[config.mk]
export PLATFORM = sky130hd
export DESIGN_NAME = lcd_timing_gen
export DESIGN_NICKNAME = d
export VERILOG_FILES = /design/src/rtl/lcd_timing_pkg.sv /design/src/rtl/lcd_timing_axis.sv /design/src/rtl/lcd_timing_gen.sv
export SDC_FILE = /design/constraint.sdc
export NUM_CORES = 1
export LEC_CHECK = 0
export CAP_MARGIN = 20
export CORE_MARGIN = 5
export CORE_UTILIZATION = 60
export CTS_BUF_LIST = sky130_fd_sc_hd__clkbuf_2
export CTS_CLUSTER_DIAMETER = 200
export DETAILED_ROUTE_END_ITERATION = 8
export PLACE_DENSITY = 0.82
export SYNTH_ARGS = -nofsm -noshare
export SYNTH_HDL_FRONTEND = slang
export SYNTH_SLANG_ARGS = --single-unit
[constraint.sdc]
create_clock -name i_clk -period 2.8 [get_ports i_clk]
set_input_delay 0.56 -clock i_clk [delete_from_list [all_inputs] [get_ports i_clk]]
set_output_delay 0.56 -clock i_clk [all_outputs]
set_load 0.01 [all_outputs]
[src/rtl/lcd_timing_pkg.sv]
// Shared types, default panel constants (AT043TN25, 480x272) and phase decode
// for the LCD raster timing generator.
package lcd_timing_pkg;

  typedef enum logic [1:0] {
    PH_SYNC,
    PH_BP,
    PH_ACTIVE,
    PH_FP
  } phase_e;

  localparam int unsigned DEF_H_ACTIVE = 480;
  localparam int unsigned DEF_H_FP     = 0;
  localparam int unsigned DEF_H_SYNC   = 41;
  localparam int unsigned DEF_H_BP     = 4;
  localparam int unsigned DEF_V_ACTIVE = 272;
  localparam int unsigned DEF_V_FP     = 0;
  localparam int unsigned DEF_V_SYNC   = 10;
  localparam int unsigned DEF_V_BP     = 8;

  // Zero-length porches fall through naturally: their range is empty.
  function automatic phase_e phase_of(input int unsigned cnt,
                                      input int unsigned sync,
                                      input int unsigned bp,
                                      input int unsigned active);
    if (cnt < sync)                    return PH_SYNC;
    else if (cnt < sync + bp)          return PH_BP;
    else if (cnt < sync + bp + active) return PH_ACTIVE;
    else                               return PH_FP;
  endfunction

endpackage

[src/rtl/lcd_timing_axis.sv]
// One raster axis: modulo-TOTAL counter with advance/wrap chaining and phase decode.
module lcd_timing_axis
  import lcd_timing_pkg::*;
#(
  parameter  int unsigned TOTAL  = 525,
  parameter  int unsigned SYNC   = DEF_H_SYNC,
  parameter  int unsigned BP     = DEF_H_BP,
  parameter  int unsigned ACTIVE = DEF_H_ACTIVE,
  parameter  int unsigned INIT   = 0,
  localparam int unsigned CNT_W  = $clog2(TOTAL)
) (
  input  logic             clk_i,
  input  logic             rst_ni,
  input  logic             adv_i,
  output logic [CNT_W-1:0] cnt_o,
  output phase_e           phase_o,
  output logic             wrap_o
);

  localparam logic [CNT_W-1:0] LAST   = CNT_W'(TOTAL - 1);
  localparam logic [CNT_W-1:0] INIT_V = CNT_W'(INIT);

  if (INIT >= TOTAL) begin : g_bad_init
    $error("lcd_timing_axis: INIT must be below TOTAL");
  end

  logic [CNT_W-1:0] cnt_q, cnt_d;

  always_comb begin
    wrap_o = adv_i && (cnt_q == LAST);
    cnt_d  = cnt_q;
    if (adv_i) begin
      cnt_d = wrap_o ? '0 : cnt_q + 1'b1;
    end
  end

  always_ff @(posedge clk_i or negedge rst_ni) begin
    if (!rst_ni) cnt_q <= INIT_V;
    else         cnt_q <= cnt_d;
  end

  assign cnt_o   = cnt_q;
  assign phase_o = phase_of(32'(cnt_q), SYNC, BP, ACTIVE);

endmodule

[src/rtl/lcd_timing_gen.sv]
// Parallel-RGB LCD raster timing generator: registered HSYNC/VSYNC/DE/pulses and
// active-area coordinates running LEAD cycles ahead of DE.
module lcd_timing_gen
  import lcd_timing_pkg::*;
#(
  parameter  int unsigned H_ACTIVE = DEF_H_ACTIVE,
  parameter  int unsigned H_FP     = DEF_H_FP,
  parameter  int unsigned H_SYNC   = DEF_H_SYNC,
  parameter  int unsigned H_BP     = DEF_H_BP,
  parameter  int unsigned V_ACTIVE = DEF_V_ACTIVE,
  parameter  int unsigned V_FP     = DEF_V_FP,
  parameter  int unsigned V_SYNC   = DEF_V_SYNC,
  parameter  int unsigned V_BP     = DEF_V_BP,
  parameter  bit          SYNC_POL = 1'b0,
  parameter  int unsigned LEAD     = 1,
  localparam int unsigned COL_W    = (H_ACTIVE > 1) ? $clog2(H_ACTIVE) : 1,
  localparam int unsigned ROW_W    = (V_ACTIVE > 1) ? $clog2(V_ACTIVE) : 1
) (
  input  logic             i_clk,
  input  logic             i_rst_n,
  input  logic             i_enable,
  output logic             o_hsync,
  output logic             o_vsync,
  output logic             o_de,
  output logic             o_line_start,
  output logic             o_frame_start,
  output logic [COL_W-1:0] o_col,
  output logic [ROW_W-1:0] o_row
);

  localparam int unsigned H_TOTAL = H_SYNC + H_BP + H_ACTIVE + H_FP;
  localparam int unsigned V_TOTAL = V_SYNC + V_BP + V_ACTIVE + V_FP;
  localparam int unsigned H_OFF   = H_SYNC + H_BP;
  localparam int unsigned V_OFF   = V_SYNC + V_BP;
  localparam int unsigned HC_W    = $clog2(H_TOTAL);
  localparam int unsigned VC_W    = $clog2(V_TOTAL);

  if (H_ACTIVE == 0 || V_ACTIVE == 0 || H_SYNC == 0 || V_SYNC == 0) begin : g_bad_size
    $error("lcd_timing_gen: ACTIVE and SYNC widths must be non-zero");
  end
  if (LEAD >= H_TOTAL || LEAD > 7) begin : g_bad_lead
    $error("lcd_timing_gen: LEAD must be 0..7 and below H_TOTAL");
  end

  logic [HC_W-1:0] h_cnt, hla_cnt;
  logic [VC_W-1:0] v_cnt, vla_cnt;
  phase_e          h_ph, v_ph, hla_ph, vla_ph;
  logic            h_wrap, v_wrap, hla_wrap, vla_wrap;

  lcd_timing_axis #(
    .TOTAL(H_TOTAL), .SYNC(H_SYNC), .BP(H_BP), .ACTIVE(H_ACTIVE), .INIT(0)
  ) u_h_axis (
    .clk_i(i_clk), .rst_ni(i_rst_n), .adv_i(i_enable),
    .cnt_o(h_cnt), .phase_o(h_ph), .wrap_o(h_wrap)
  );

  lcd_timing_axis #(
    .TOTAL(V_TOTAL), .SYNC(V_SYNC), .BP(V_BP), .ACTIVE(V_ACTIVE), .INIT(0)
  ) u_v_axis (
    .clk_i(i_clk), .rst_ni(i_rst_n), .adv_i(h_wrap),
    .cnt_o(v_cnt), .phase_o(v_ph), .wrap_o(v_wrap)
  );

  // Look-ahead pair: same counters preset LEAD ahead, so the carry into the
  // row counter happens LEAD cycles early without any delay line.
  lcd_timing_axis #(
    .TOTAL(H_TOTAL), .SYNC(H_SYNC), .BP(H_BP), .ACTIVE(H_ACTIVE), .INIT(LEAD)
  ) u_hla_axis (
    .clk_i(i_clk), .rst_ni(i_rst_n), .adv_i(i_enable),
    .cnt_o(hla_cnt), .phase_o(hla_ph), .wrap_o(hla_wrap)
  );

  lcd_timing_axis #(
    .TOTAL(V_TOTAL), .SYNC(V_SYNC), .BP(V_BP), .ACTIVE(V_ACTIVE), .INIT(0)
  ) u_vla_axis (
    .clk_i(i_clk), .rst_ni(i_rst_n), .adv_i(hla_wrap),
    .cnt_o(vla_cnt), .phase_o(vla_ph), .wrap_o(vla_wrap)
  );

  logic unused_wraps;
  assign unused_wraps = &{1'b0, v_wrap, vla_wrap};

  logic             hs_q, hs_d, vs_q, vs_d, de_q, de_d, ls_q, ls_d, fs_q, fs_d;
  logic [COL_W-1:0] col_q, col_d;
  logic [ROW_W-1:0] row_q, row_d;

  always_comb begin
    hs_d  = (h_ph == PH_SYNC) ? SYNC_POL : ~SYNC_POL;
    vs_d  = (v_ph == PH_SYNC) ? SYNC_POL : ~SYNC_POL;
    de_d  = (h_ph == PH_ACTIVE) && (v_ph == PH_ACTIVE);
    ls_d  = (h_cnt == '0);
    fs_d  = (h_cnt == '0) && (v_cnt == '0);
    col_d = '0;
    row_d = '0;
    if (hla_ph == PH_ACTIVE) col_d = COL_W'(32'(hla_cnt) - H_OFF);
    if (vla_ph == PH_ACTIVE) row_d = ROW_W'(32'(vla_cnt) - V_OFF);
  end

  always_ff @(posedge i_clk or negedge i_rst_n) begin
    if (!i_rst_n) begin
      hs_q  <= ~SYNC_POL;
      vs_q  <= ~SYNC_POL;
      de_q  <= 1'b0;
      ls_q  <= 1'b0;
      fs_q  <= 1'b0;
      col_q <= '0;
      row_q <= '0;
    end else if (i_enable) begin
      hs_q  <= hs_d;
      vs_q  <= vs_d;
      de_q  <= de_d;
      ls_q  <= ls_d;
      fs_q  <= fs_d;
      col_q <= col_d;
      row_q <= row_d;
    end
  end

  assign o_hsync       = hs_q;
  assign o_vsync       = vs_q;
  assign o_de          = de_q;
  assign o_line_start  = ls_q;
  assign o_frame_start = fs_q;
  assign o_col         = col_q;
  assign o_row         = row_q;

endmodule

==> out/results.txt <==
The die covers 7050 µm². The run finished with clean final reports. The portion of the post-synthesis area used by sequential elements was 0.466. The number of buffers inserted by post-CTS setup repair was 0; the number of antenna violations at the first check in global routing was 0. The sequential share of power came out at 0.480. After synthesis the cells add up to 3280 µm². The detailed router finished its first iteration with 125 violations. The tools report the total routing usage reported by global routing as 0.217. The count of cells in the finished layout, fillers not included, comes to 439. Post-cts hold buffer count: 0. After detailed placement, the total cell area comes to 3590 µm². The number of placement rows was 27.

The number of storage elements in the synthesis netlist works out to 61. STA classifies the critical path startpoint as a register. After synthesis, the netlist uses 48 different library cells.

The first detailed-routing pass ran for 4 iterations. Yosys mapped a number of flops with a built-in enable equal to 0. The first global-routing pass estimated 12,400 µm of wire. The longest clock path from root to sink contains 2 buffers. The fraction of post-synthesis cell area in the top cell type by area was 0.442. Sorting the synthesized cells by how often they occur yields dfrtp_1 (58), nand2_1 (25), nor2_1 (24).

The number of I/O port buffers is 25. The number of nets with antenna violations after detailed routing is 0. The tightest min-delay check is of the input pin to asynchronous set/reset pin type. The total number of clock tree sinks was 61; the aggregate negative setup slack was 0 ns.

The tools report the total DRC errors in the routed layout as 0. 0 antenna diodes ended up in the layout. During synthesis, Yosys emitted a total of 0 warnings.

Derived from the worst setup path, the maximum achievable clock frequency is 0.447 GHz. Setup violations remaining at the end of the flow were counted as 0. The time the final worst path needs with I/O delays and setup is 2.24 ns, and the width of the chip is 84.0 µm. Global routing finished with a remaining overflow of 0. Clock latency on the worst-skew pair, taken at its later pin, is 0.48 ns. Sorting the synthesized cells by area gives the leading types as dfrtp_1 (44%), xnor2_1 (5.3%), ha_1 (4.6%), o2bb2ai_1 (4.3%), nand2_1 (2.9%).

The average wire per cell in the routed design is 15.5 µm. The net switching share of the total power came out at 0.346. The tools report the count of maximum capacitance violations as 0. The synthesized design spends more area on one cell type than any other, namely dfrtp_1. Once placement completed, the tool counted placed cells totaling 423. The worst voltage drop across the vdd grid was 551 µV. The required time at the endpoint of the critical path came out at 3.20 ns. The proportion of synthesized flip-flops having asynchronous set or reset was 1.00; the global placement routability congestion was 0.909. Detailed placement ended at an HPWL of 4740 µm. The y dimension of the die is 84.0 µm, and the number of hold violations in the final report is 0. Core occupancy in the finished layout: 0.687.

The actual transition at the worst max-transition pin was 0.636 ns. Yosys instantiated no cell more often than dfrtp_1. The maximum number of pins on one net before global-route repair came out at 35. The final design instance area without fill came out at 3710 µm². The number of nets in the synthesized netlist is 355.

Summed over all cells, the static leakage comes to 0.00163 µW. The per-cell via count in the routed design is 5.91. TritonCTS built the clock tree.

The wire length after detailed routing came out at 6790 µm. The category of the critical setup timing path is register to register. The number of global-route vias before repair came out at 2,659. The worst setup path is captured at a register. The core region is 5410 µm². Synthesis produced 340 cells. Net switching component of the power: 899 µW. During I/O placement, the number of pins put on the boundary was 26. In this run the worst path has a maximum fanout of 7. For the initial cell density of the core, the log shows 0.608. Final-report max-slew violation count: 0.

The ratio of cells with drive above 1 in the final layout works out to 0.0763. After the last flow step, the layout net total stands at 377. The clock skew after layout was 0.0265 ns.

Setup repair after global routing left no endpoint under its margin. The average size of a mapped cell works out to 9.66 µm². Data arrives at the worst endpoint at 2.64 ns.

Clock-pin slew was measured on the worst setup and hold paths at 0.17 ns. Relative slew slack: 0.576. After clock tree synthesis, the repair step resized 0 gates.

The H-tree generated during clock tree synthesis spans 3 levels. Counting the buffers created by CTS gives 9. The share of the clock period used by the worst path was 0.800. For the power share of the combinational group, the log shows 0.290. Design internal power: 1700 µW.

For this run, the leading register cell type out of synthesis is dfrtp_1. The clock network fraction of design power was 0.229. The final route contains 2,595 vias.

For this design the ratio of total power to cell area is 700 nW/µm². Signed area change from the synthesized netlist to the final layout: 13.0%. The tree is rooted in a clkbuf_2.
==> path summary, 6_finish.rpt <==
| path | startpoint | to | slack, ns | cells past startpoint |
|---|---|---|---|---|
| setup / recovery | u_h_axis.cnt_o[0] | u_v_axis.cnt_o[8] | 0.56 | 6 |
| hold / removal | i_rst_n | o_de | 0.08 | 1 |
| setup reg to reg | u_h_axis.cnt_o[0] | u_v_axis.cnt_o[8] | 0.56 | 6 |
| hold reg to reg | o_hsync | o_hsync | 0.50 | 2 |
| max in group asynchronous | i_rst_n | u_hla_axis.cnt_o[0] | 2.03 | 2 |
| min in group i_clk | o_hsync | o_hsync | 0.50 | 2 |
==> sequential cells by signal (all words and copies together), names as in the netlist <==
register and count:
u_hla_axis.cnt_o 10, o_row 9, o_de 1, o_hsync 1, o_frame_start 1, o_col 9
u_v_axis.cnt_o 9, o_line_start 1, u_vla_axis.cnt_o 9, o_vsync 1, u_h_axis.cnt_o 10
==> worst max-delay path, stage by stage, from the launching register on <==
cell and delay [ns]:
dfrtp_1 0.43, inv_1 0.10, ha_1 0.22, or4bb_1 0.54
or3_1 0.44, or3_1 0.38, o21ai_0 0.07
==> cell usage in the layout, fill, tap and decap left out, drive strengths merged, types with 8 or more instances in the layout <==
cell	n
dfrtp	58
nand2	25
nor2	24
clkdlybuf4s50	24
inv	22
xnor2	20
o21ai	18
o2bb2ai	16
nand3	15
nand4	14
ha	12
nor3	11
xor2	10
clkbuf	9
and3	8
buf	8
==> final cells by class <==
cell class                      instances  area, µm²
Fill cell                             431       1690
Tap cell                               72       90.1
Clock inverter                          7       80.1
Multi-Input combinational cell        235       1570
Inverter                               23       86.3
Timing Repair Buffer                   32        310
Clock buffer                            9       45.0
Sequential cell                        61       1530
==> routing by layer <==
metal  track usage  share of wire
met3        0.0681          0.050
met5             0              0
met1         0.278           0.44
met2         0.351           0.49
met4        0.0673          0.014
==> power by group through the flow <==
stage / logic (µW) / clock network, µW / registers, µW
floorplan: 547 / 0 / 1190
global placement: 732 / 0 / 1250
detailed placement: 754 / 0 / 1260
CTS: 760 / 610 / 1250
global route: 850 / 662 / 1280
finish: 754 / 597 / 1250
==> stage by stage <==
step / power [µW] / setup WS [ns] / hold slack, ns
floorplan: 1740 / 0.673 / 0.264
finish: 2600 / 0.561 / 0.0764
global route: 2790 / 0.443 / 0.0636
detailed placement: 2010 / 0.250 / 0.472
global placement: 1990 / 0.305 / 0.469
CTS: 2620 / 0.566 / 0.0773
==> cell families after synthesis <==
family / Yosys count / synth area share
buffers and inverters: 44 / 0.0560
XOR/XNOR: 30 / 0.0800
AND/OR/NAND/NOR: 121 / 0.190
flip-flops: 61 / 0.466
adder cells (fa/ha/maj): 12 / 0.0457
multiplexers: 6 / 0.0190
AO/OA/AOI/OAI: 66 / 0.143
No activity file was read; power rests on OpenSTA's default activity.
